`config.mk`:
```
export PLATFORM = sky130hd
export DESIGN_NAME = param_sequencer
export DESIGN_NICKNAME = d
export VERILOG_FILES = /design/src/rtl/param_sequencer.sv
export SDC_FILE = /design/constraint.sdc
export NUM_CORES = 1
export LEC_CHECK = 0
export ABC_AREA = 1
export BUFFER_PORTS_ARGS = -buffer_cell sky130_fd_sc_hd__buf_4
export CAP_MARGIN = 20
export CORE_UTILIZATION = 40
export DETAILED_ROUTE_END_ITERATION = 6
export GPL_TIMING_DRIVEN = 1
export PLACE_DENSITY_LB_ADDON = 0.2
export SETUP_SLACK_MARGIN = 0.1
export SYNTH_ARGS = -nofsm -noshare
export SYNTH_HDL_FRONTEND = slang
export SYNTH_SLANG_ARGS = --single-unit
```
`constraint.sdc`:
```
create_clock -name clk -period 1.5 [get_ports clk]
set_input_delay 0.3 -clock clk [delete_from_list [all_inputs] [get_ports clk]]
set_output_delay 0.3 -clock clk [all_outputs]
set_load 0.01 [all_outputs]
```
`src/rtl/param_sequencer.sv`:
```
// Parametrised CPU control sequencer: READ -> LOAD -> CALC -> WRITE -> NXT,
// with stall, single-step hold, CALC watchdog, line limit and sticky error codes.
module param_sequencer #(
    parameter int NLOAD        = 3,
    parameter int CALC_TIMEOUT = 255,
    parameter int MAX_INSTR    = 0,
    parameter int CW           = 8,
    parameter int ICW          = 16,
    localparam int LW          = (NLOAD > 1) ? $clog2(NLOAD) : 1
) (
    input  logic           clk,
    input  logic           rst,
    input  logic           start,
    input  logic           nxt_line,
    input  logic           finish,
    input  logic           err,
    input  logic           stall,
    input  logic           step_mode,
    input  logic           step,
    input  logic           clear,
    output logic [3:0]     state,
    output logic [LW-1:0]  load_idx,
    output logic [CW-1:0]  calc_cnt,
    output logic [ICW-1:0] instr_cnt,
    output logic [1:0]     err_code,
    output logic           busy,
    output logic           done
);

    localparam logic [3:0] SRST    = 4'd0;
    localparam logic [3:0] SREAD   = 4'd1;
    localparam logic [3:0] SLOAD   = 4'd2;
    localparam logic [3:0] SCALC   = 4'd3;
    localparam logic [3:0] SWRITE  = 4'd4;
    localparam logic [3:0] SNXT    = 4'd5;
    localparam logic [3:0] SFINISH = 4'd6;
    localparam logic [3:0] SERR    = 4'd7;
    localparam logic [3:0] SHOLD   = 4'd8;

    localparam logic [LW-1:0]  LOAD_LAST = LW'(NLOAD - 1);
    localparam logic [CW-1:0]  WD_LAST   = CW'(CALC_TIMEOUT - 1);
    localparam logic [ICW-1:0] LIMIT     = ICW'(MAX_INSTR);
    localparam bit             WD_ON     = (CALC_TIMEOUT != 0);
    localparam bit             LIM_ON    = (MAX_INSTR != 0);

    logic           active;
    logic           parked;
    logic [ICW-1:0] instr_inc;

    // Only the line-walking states advance, and only they honour stall.
    assign active    = (state == SREAD) || (state == SLOAD) ||
                       (state == SCALC) || (state == SWRITE) ||
                       (state == SNXT);
    assign parked    = (state == SFINISH) || (state == SERR);
    assign instr_inc = instr_cnt + ICW'(1);
    assign busy      = active;
    assign done      = (state == SFINISH);

    always_ff @(posedge clk or posedge rst) begin
        if (rst) begin
            state     <= SRST;
            load_idx  <= '0;
            calc_cnt  <= '0;
            instr_cnt <= '0;
            err_code  <= 2'd0;
        end else if (err) begin
            state <= SERR;
            if (err_code == 2'd0)
                err_code <= 2'd1;
        end else if (clear && parked) begin
            state     <= SRST;
            err_code  <= 2'd0;
            instr_cnt <= '0;
        end else if (!(stall && active)) begin
            case (state)
                SRST:
                    if (start)
                        state <= SREAD;
                SREAD: begin
                    state    <= SLOAD;
                    load_idx <= '0;
                end
                SLOAD:
                    if (load_idx == LOAD_LAST) begin
                        state    <= SCALC;
                        calc_cnt <= '0;
                    end else begin
                        load_idx <= load_idx + LW'(1);
                    end
                SCALC:
                    if (finish)
                        state <= SFINISH;
                    else if (nxt_line)
                        state <= SWRITE;
                    else if (WD_ON && calc_cnt == WD_LAST) begin
                        state    <= SERR;
                        err_code <= 2'd2;
                    end else if (calc_cnt != '1)
                        calc_cnt <= calc_cnt + CW'(1);
                SWRITE:
                    state <= SNXT;
                SNXT: begin
                    instr_cnt <= instr_inc;
                    if (LIM_ON && instr_inc == LIMIT) begin
                        state    <= SERR;
                        err_code <= 2'd3;
                    end else if (step_mode)
                        state <= SHOLD;
                    else
                        state <= SREAD;
                end
                SHOLD:
                    if (step)
                        state <= SREAD;
                SFINISH, SERR: ;
                default:
                    state <= SRST;
            endcase
        end
    end

endmodule
```
* Word level (Yosys, flattened, before mapping)
Cells that the tools add are included.
** Operators by class
- Add/sub/neg operators :: 3
- Equal/unequal tests :: 27
- Mux-type cells :: 30
- Bitwise operators :: 3
- Reductions and logical operators :: 20
** Operators with widths (count)
- $mux W16 :: 3
- $mux W4 :: 10
- $mux W8 :: 5
- $pmux W4 S8 :: 1
- $mux W2 :: 9
- $add A16 B1 Y16 const B :: 1
- $eq A4 B3 Y1 const B :: 4
- $pmux W8 S2 :: 1
- $reduce_and A6 Y1 :: 2
- $ne A2 B2 Y1 const B :: 5
- $reduce_and A9 Y1 :: 1
- $add A8 B1 Y8 const B :: 1
- $eq A4 B2 Y1 const B :: 2
- $eq A8 B8 Y1 const B :: 1
- $ne A4 B4 Y1 const B :: 2
- $ne A8 B8 Y1 const B :: 1
- $ne A2 B1 Y1 const B :: 3
- $ne A3 B1 Y1 const B :: 2
- $ne A3 B3 Y1 const B :: 2
- $ne A6 B4 Y1 const B :: 1
- $reduce_bool A2 Y1 :: 3
- $reduce_bool A3 Y1 :: 2
- $logic_or A1 B1 Y1 :: 5
- $reduce_and A5 Y1 :: 1
- 12 further kinds :: 15
** Storage, ports and cells
- Register bits :: 32
- Bits of input ports :: 10
- Output and inout port bits :: 34
- Logic and storage cells :: 88

* Depth between registers and ports, before layout
- Depth in word-level cells :: 9
- Depth in mapped cells :: 10
- Gate-level depth less buffers :: 10

* Worst setup path before layout
OpenSTA, ideal clock, no wires.
- Kind :: register to register
- From :: reg state[1]
- To :: reg state[1]
- Library setup time :: 0.117 ns
- Data arrival time :: 1.349 ns
- Required time :: 1.383 ns
- Path slack :: 0.034 ns
- Stages on the path, launching flop included :: 10
- Buffers on the path :: 1
- Clock period less this slack :: 1.466 ns
- Cells stage by stage :: dfrtp_1 -> buf_6 -> nor2_1 -> nand2_2 -> nand3_4 -> nand2_4 -> nand3_4 -> nand2_4 -> nand2_1 -> nand2_1
** On the way
- Cells in the longest elaborated chain, start to end :: 8
- Elaborated cells between the ends (all ways) :: 28
- Classes of those cells :: eq/ne (14); mux (4); reduce/logical (10)
** RTL lines
- start: declaration :: line 21 : output logic [3:0] state,
- start signal: assignment :: line 61 : state <= SRST;
- start signal: assignment :: line 67 : state <= SERR;
- start signal: assignment :: line 71 : state <= SRST;
- $eq A4 B1 Y1 / $eq A4 B2 Y1 (equally long branches) :: line 51 : assign active = (state == SREAD) || (state == SLOAD) ||
- $logic_or A1 B1 Y1 (2 in series) :: line 51
- $logic_or A1 B1 Y1 :: line 52 : (state == SCALC) || (state == SWRITE) ||
- $logic_or A1 B1 Y1 * :: line 52
- net busy :: line 26 : output logic busy,
- $logic_and A1 B1 Y1 * :: line 74 : end else if (!(stall && active)) begin
- $ne A3 B3 Y1 (no source line) *
- $reduce_and A6 Y1 (no source line) *
Mark *: on every way through the listed nets, which the timed path passes. The rest lies on a longest branch. The select of a mux whose other input is x is not followed.
A chain may end at the register's enable or synchronous reset.

* Final worst setup path
- From :: reg state[1]
- To :: out done
** On the way
- Cells in the longest elaborated chain, start to end :: 1
** RTL lines
- $eq A4 B3 Y1 :: line 57 : assign done = (state == SFINISH);
- end: declaration :: line 27 : output logic done
No other way between the ends.

==> flow_metrics.env <==
export IMPL_status="finished, violations left"
export IMPL_violations="setup timing"
export IMPL_yosys_area_share_adder_pct=2.26
export IMPL_grt_most_used_layer="met2"
export IMPL_synth_xor_area_share_pct=2.77
export IMPL_p_per_area_nw_per_um2=1620
export IMPL_critical_path_endpoint_type="output port"
export IMPL_layout_setup_ws_ps=-56.5
export IMPL_initial_core_util_pct=42.5
export IMPL_slew_headroom_pct=70.8
export IMPL_rr_worst_depth=10
export IMPL_core_um2=5200
export IMPL_antenna_found_initial=0
export IMPL_path_buf_inv=3
export IMPL_synth_mux_area_share_pct=0
export IMPL_grt_pass1_wl_um=10100
export IMPL_firstDrtPassIters=4
export IMPL_routed_wl_um=6920
export IMPL_slew_viol_final=0
export IMPL_synth_compound_gate_area_share_pct=6.96
export IMPL_diodes=0
export IMPL_ir_worst_vdd_mv=0.699
export IMPL_hold_violations=0
export IMPL_synth_top_family_by_area="simple AND/OR/NAND/NOR gates"
export IMPL_cap_violations=0
export IMPL_cp_slowest_cell="dfrtp_2"
export IMPL_min_period_ps=1560
export IMPL_cp_top_family="flip-flops"
export IMPL_yosysTopAreaCell="dfrtp_1"
export IMPL_num_rows=26
export IMPL_rsz0062_at_grt="yes"
export IMPL_grt_max_degree=33
export IMPL_fillers=426
export IMPL_multi_input_area_um2=1470
export IMPL_die_w_um=76.3
export IMPL_nets=418
export IMPL_drtIter0Drc=203
export IMPL_worst_pin_slew_ps=437
export IMPL_dieArea_um2=5830
export IMPL_critPathMaxStageDelay_ps=460
export IMPL_path_depth=4
export IMPL_wl_per_cell_um=14.6
export IMPL_synth_top_area_share_pct=36.2
export IMPL_cp_max_fo=6
export IMPL_r2r_slack_ps=-50
export IMPL_portBuffers=43
export IMPL_clk_pin_slew_ps=70
export IMPL_hp_class="in2async"
export IMPL_cts_buffer_depth=2
export IMPL_setup_violations=22
export IMPL_postSynthAreaPerCell_um2=7.09
export IMPL_max_freq_mhz=642
export IMPL_cp_arrival_ps=1260
export IMPL_grt_overflow=0
export IMPL_synth_most_common_cell="nand2_1"
export IMPL_synthArstFlopShare_pct=100
export IMPL_globalplace_congestion=0.833
export IMPL_grt_use_met2_pct=34.1
export IMPL_synthDistinctLibCells=34
export IMPL_r2r_end="calc_cnt[2]"
export IMPL_leakagePower_uw=0.00161
export IMPL_ys_warn_count=0
export IMPL_synth_seq_cells=32
export IMPL_yosysSeqAreaShare_pct=36.2
export IMPL_worstSetupPathType="reg2out"
export IMPL_drc=0
export IMPL_critPathLaunch="state[1]"
export IMPL_num_vias=2424
export IMPL_netlist_area_um2=2210
export IMPL_clock_sinks=32
export IMPL_cts_tree="done"
export IMPL_synth_cells=312
export IMPL_worstPathRequired_ps=1200
export IMPL_cts_buffers=5
export IMPL_setup_tns_ps=-697
export IMPL_cts_root_buf="clkbuf_8"
export IMPL_final_antenna_net_count=0
export IMPL_htreeDepth=2
export IMPL_path_cells="inv_4, buf_6, nor3_4, buf_6"
export IMPL_synth_edf_count=0
export IMPL_grtUsageMet1_pct=29.1
export IMPL_synth_fp_nets=326
export IMPL_gr_usage_all_layers_pct=21.3
export IMPL_yosys_area_share_simple_pct=44.4
export IMPL_drive_above_1_share_pct=42.7
export IMPL_yosys_top_cells_area="dfrtp_1 36%, nand2_1 16%, nand3_1 9.3%"
export IMPL_yosys_top_cells_count="93 x nand2_1, 41 x nand3_1, 39 x nor2_1"
export IMPL_routed_via_density=5.10
export IMPL_die_height_um=76.3
export IMPL_instances_no_fill=475
export IMPL_crit_path_end="done"
export IMPL_area_sequential_um2=807
export IMPL_grt_pass1_vias=2184
export IMPL_dp_hpwl_um=4070
export IMPL_fin_crit_sh_pct=104
export IMPL_hold_buffers=0
export IMPL_start_kind="flip-flop"
export IMPL_syn_to_final_growth_pct=54.8
export IMPL_fin_skew_ps=5.64
export IMPL_r2r_start="state[0]"
export IMPL_path_common_cell="buf_6"
export IMPL_use_met3_pct=3.83
export IMPL_clkLatencyLatePin_ps=290
export IMPL_io_pins=44
export IMPL_placedCellCount=439
export IMPL_synth_ff_type="dfrtp_1"
[worst register-to-register path, stage by stage, from the launching register on]
cell and delay [ps]:
dfrtp_2 440, buf_6 120, nand2_1 90, inv_2 100, nand2_4 60, nor2_4 150
nand3_2 110, nand2_4 90, nand3b_4 140, nand2_1 100, nand2_1 50
[stage by stage]
| step | cell area, µm² | hold WS, ps | setup WS, ps | util, % | power (µW) |
|---|---|---|---|---|---|
| 2_1_floorplan | 2230 | 416 | 103 | - | 2590 |
| 3_3_place_gp | 2750 | 426 | 25.4 | 52.9 | 3360 |
| 3_5_place_dp | 2750 | 430 | -13.8 | 52.9 | 3380 |
| 4_1_cts | 3080 | 123 | -18.0 | 59.2 | 4800 |
| 5_1_grt | 3420 | 150 | -141 | 65.7 | 5860 |
| 6_report | 3420 | 106 | -56.5 | 65.7 | 5530 |
[layout make-up]
type | instances | area share (%)
Clock buffer | 7 | 2.82
Timing Repair Buffer | 90 | 23.2
Clock inverter | 1 | 0.878
Inverter | 33 | 4.06
Sequential cell | 32 | 23.6
Tap cell | 70 | 2.56
Multi-Input combinational cell | 242 | 42.9
[cells by family after synthesis]
kind of cell    Yosys count
simple gates            204
buf+inv                  38
flops                    32
compound gates           27
xor+xnor                  7
fa+ha+maj                 4
[flip-flops by register name, summed over array words and instances, names as in the netlist]
| register | cells |
|---|---|
| err_code | 2 |
| load_idx | 2 |
| instr_cnt | 16 |
| state | 4 |
| calc_cnt | 8 |
[routing by layer]
layer | part of all wire, % | vias up | wire, µm
met5 | 0 | - | 0
met4 | 1.7 | 0 | 116
met3 | 5.3 | 10 | 369
met2 | 51 | 71 | 3500
met1 | 42 | 1148 | 2930
li1 | - | 1195 | -
[what timing repair did]
action                     CTS  global route
setup buffers               16             9
setup endpoints to repair   27            34
pin swaps                   16            15
cloned                       0             3
resized for setup           24            55
[report_power, final]
group	switching (µW)	total, µW	internal (µW)	leakage (µW)
Combinational	1720	3270	1550	0.00112
Clock	356	942	587	0.0000645
Sequential	265	1320	1050	0.000422
Total	2340	5530	3190	0.00161
[cells in the final DEF (no fill, tap or decap), types with 7 or more instances in the layout]
cell / netlist / layout
clkbuf_8: 0 / 7
nand2_4: 4 / 7
nand3_1: 41 / 23
buf_6: 2 / 10
nand2_1: 93 / 81
nor2_1: 39 / 32
inv_1: 29 / 27
nand3_2: 2 / 20
nand4_1: 7 / 7
o21ai_1: 6 / 12
dfrtp_1: 32 / 27
nand2_2: 3 / 12
buf_4: 1 / 74
[worst min-delay path by stage]
stage	startpoint	endpoint	slack [ps]
after detailed placement	rst	instr_cnt[1]	430
after global placement	rst	instr_cnt[15]	430
after CTS	rst	instr_cnt[15]	120
final	rst	instr_cnt[13]	110
after global routing	rst	instr_cnt[15]	150
after floorplan	rst	calc_cnt[1]	420
Note: power is estimated with default switching activity, not from simulation.
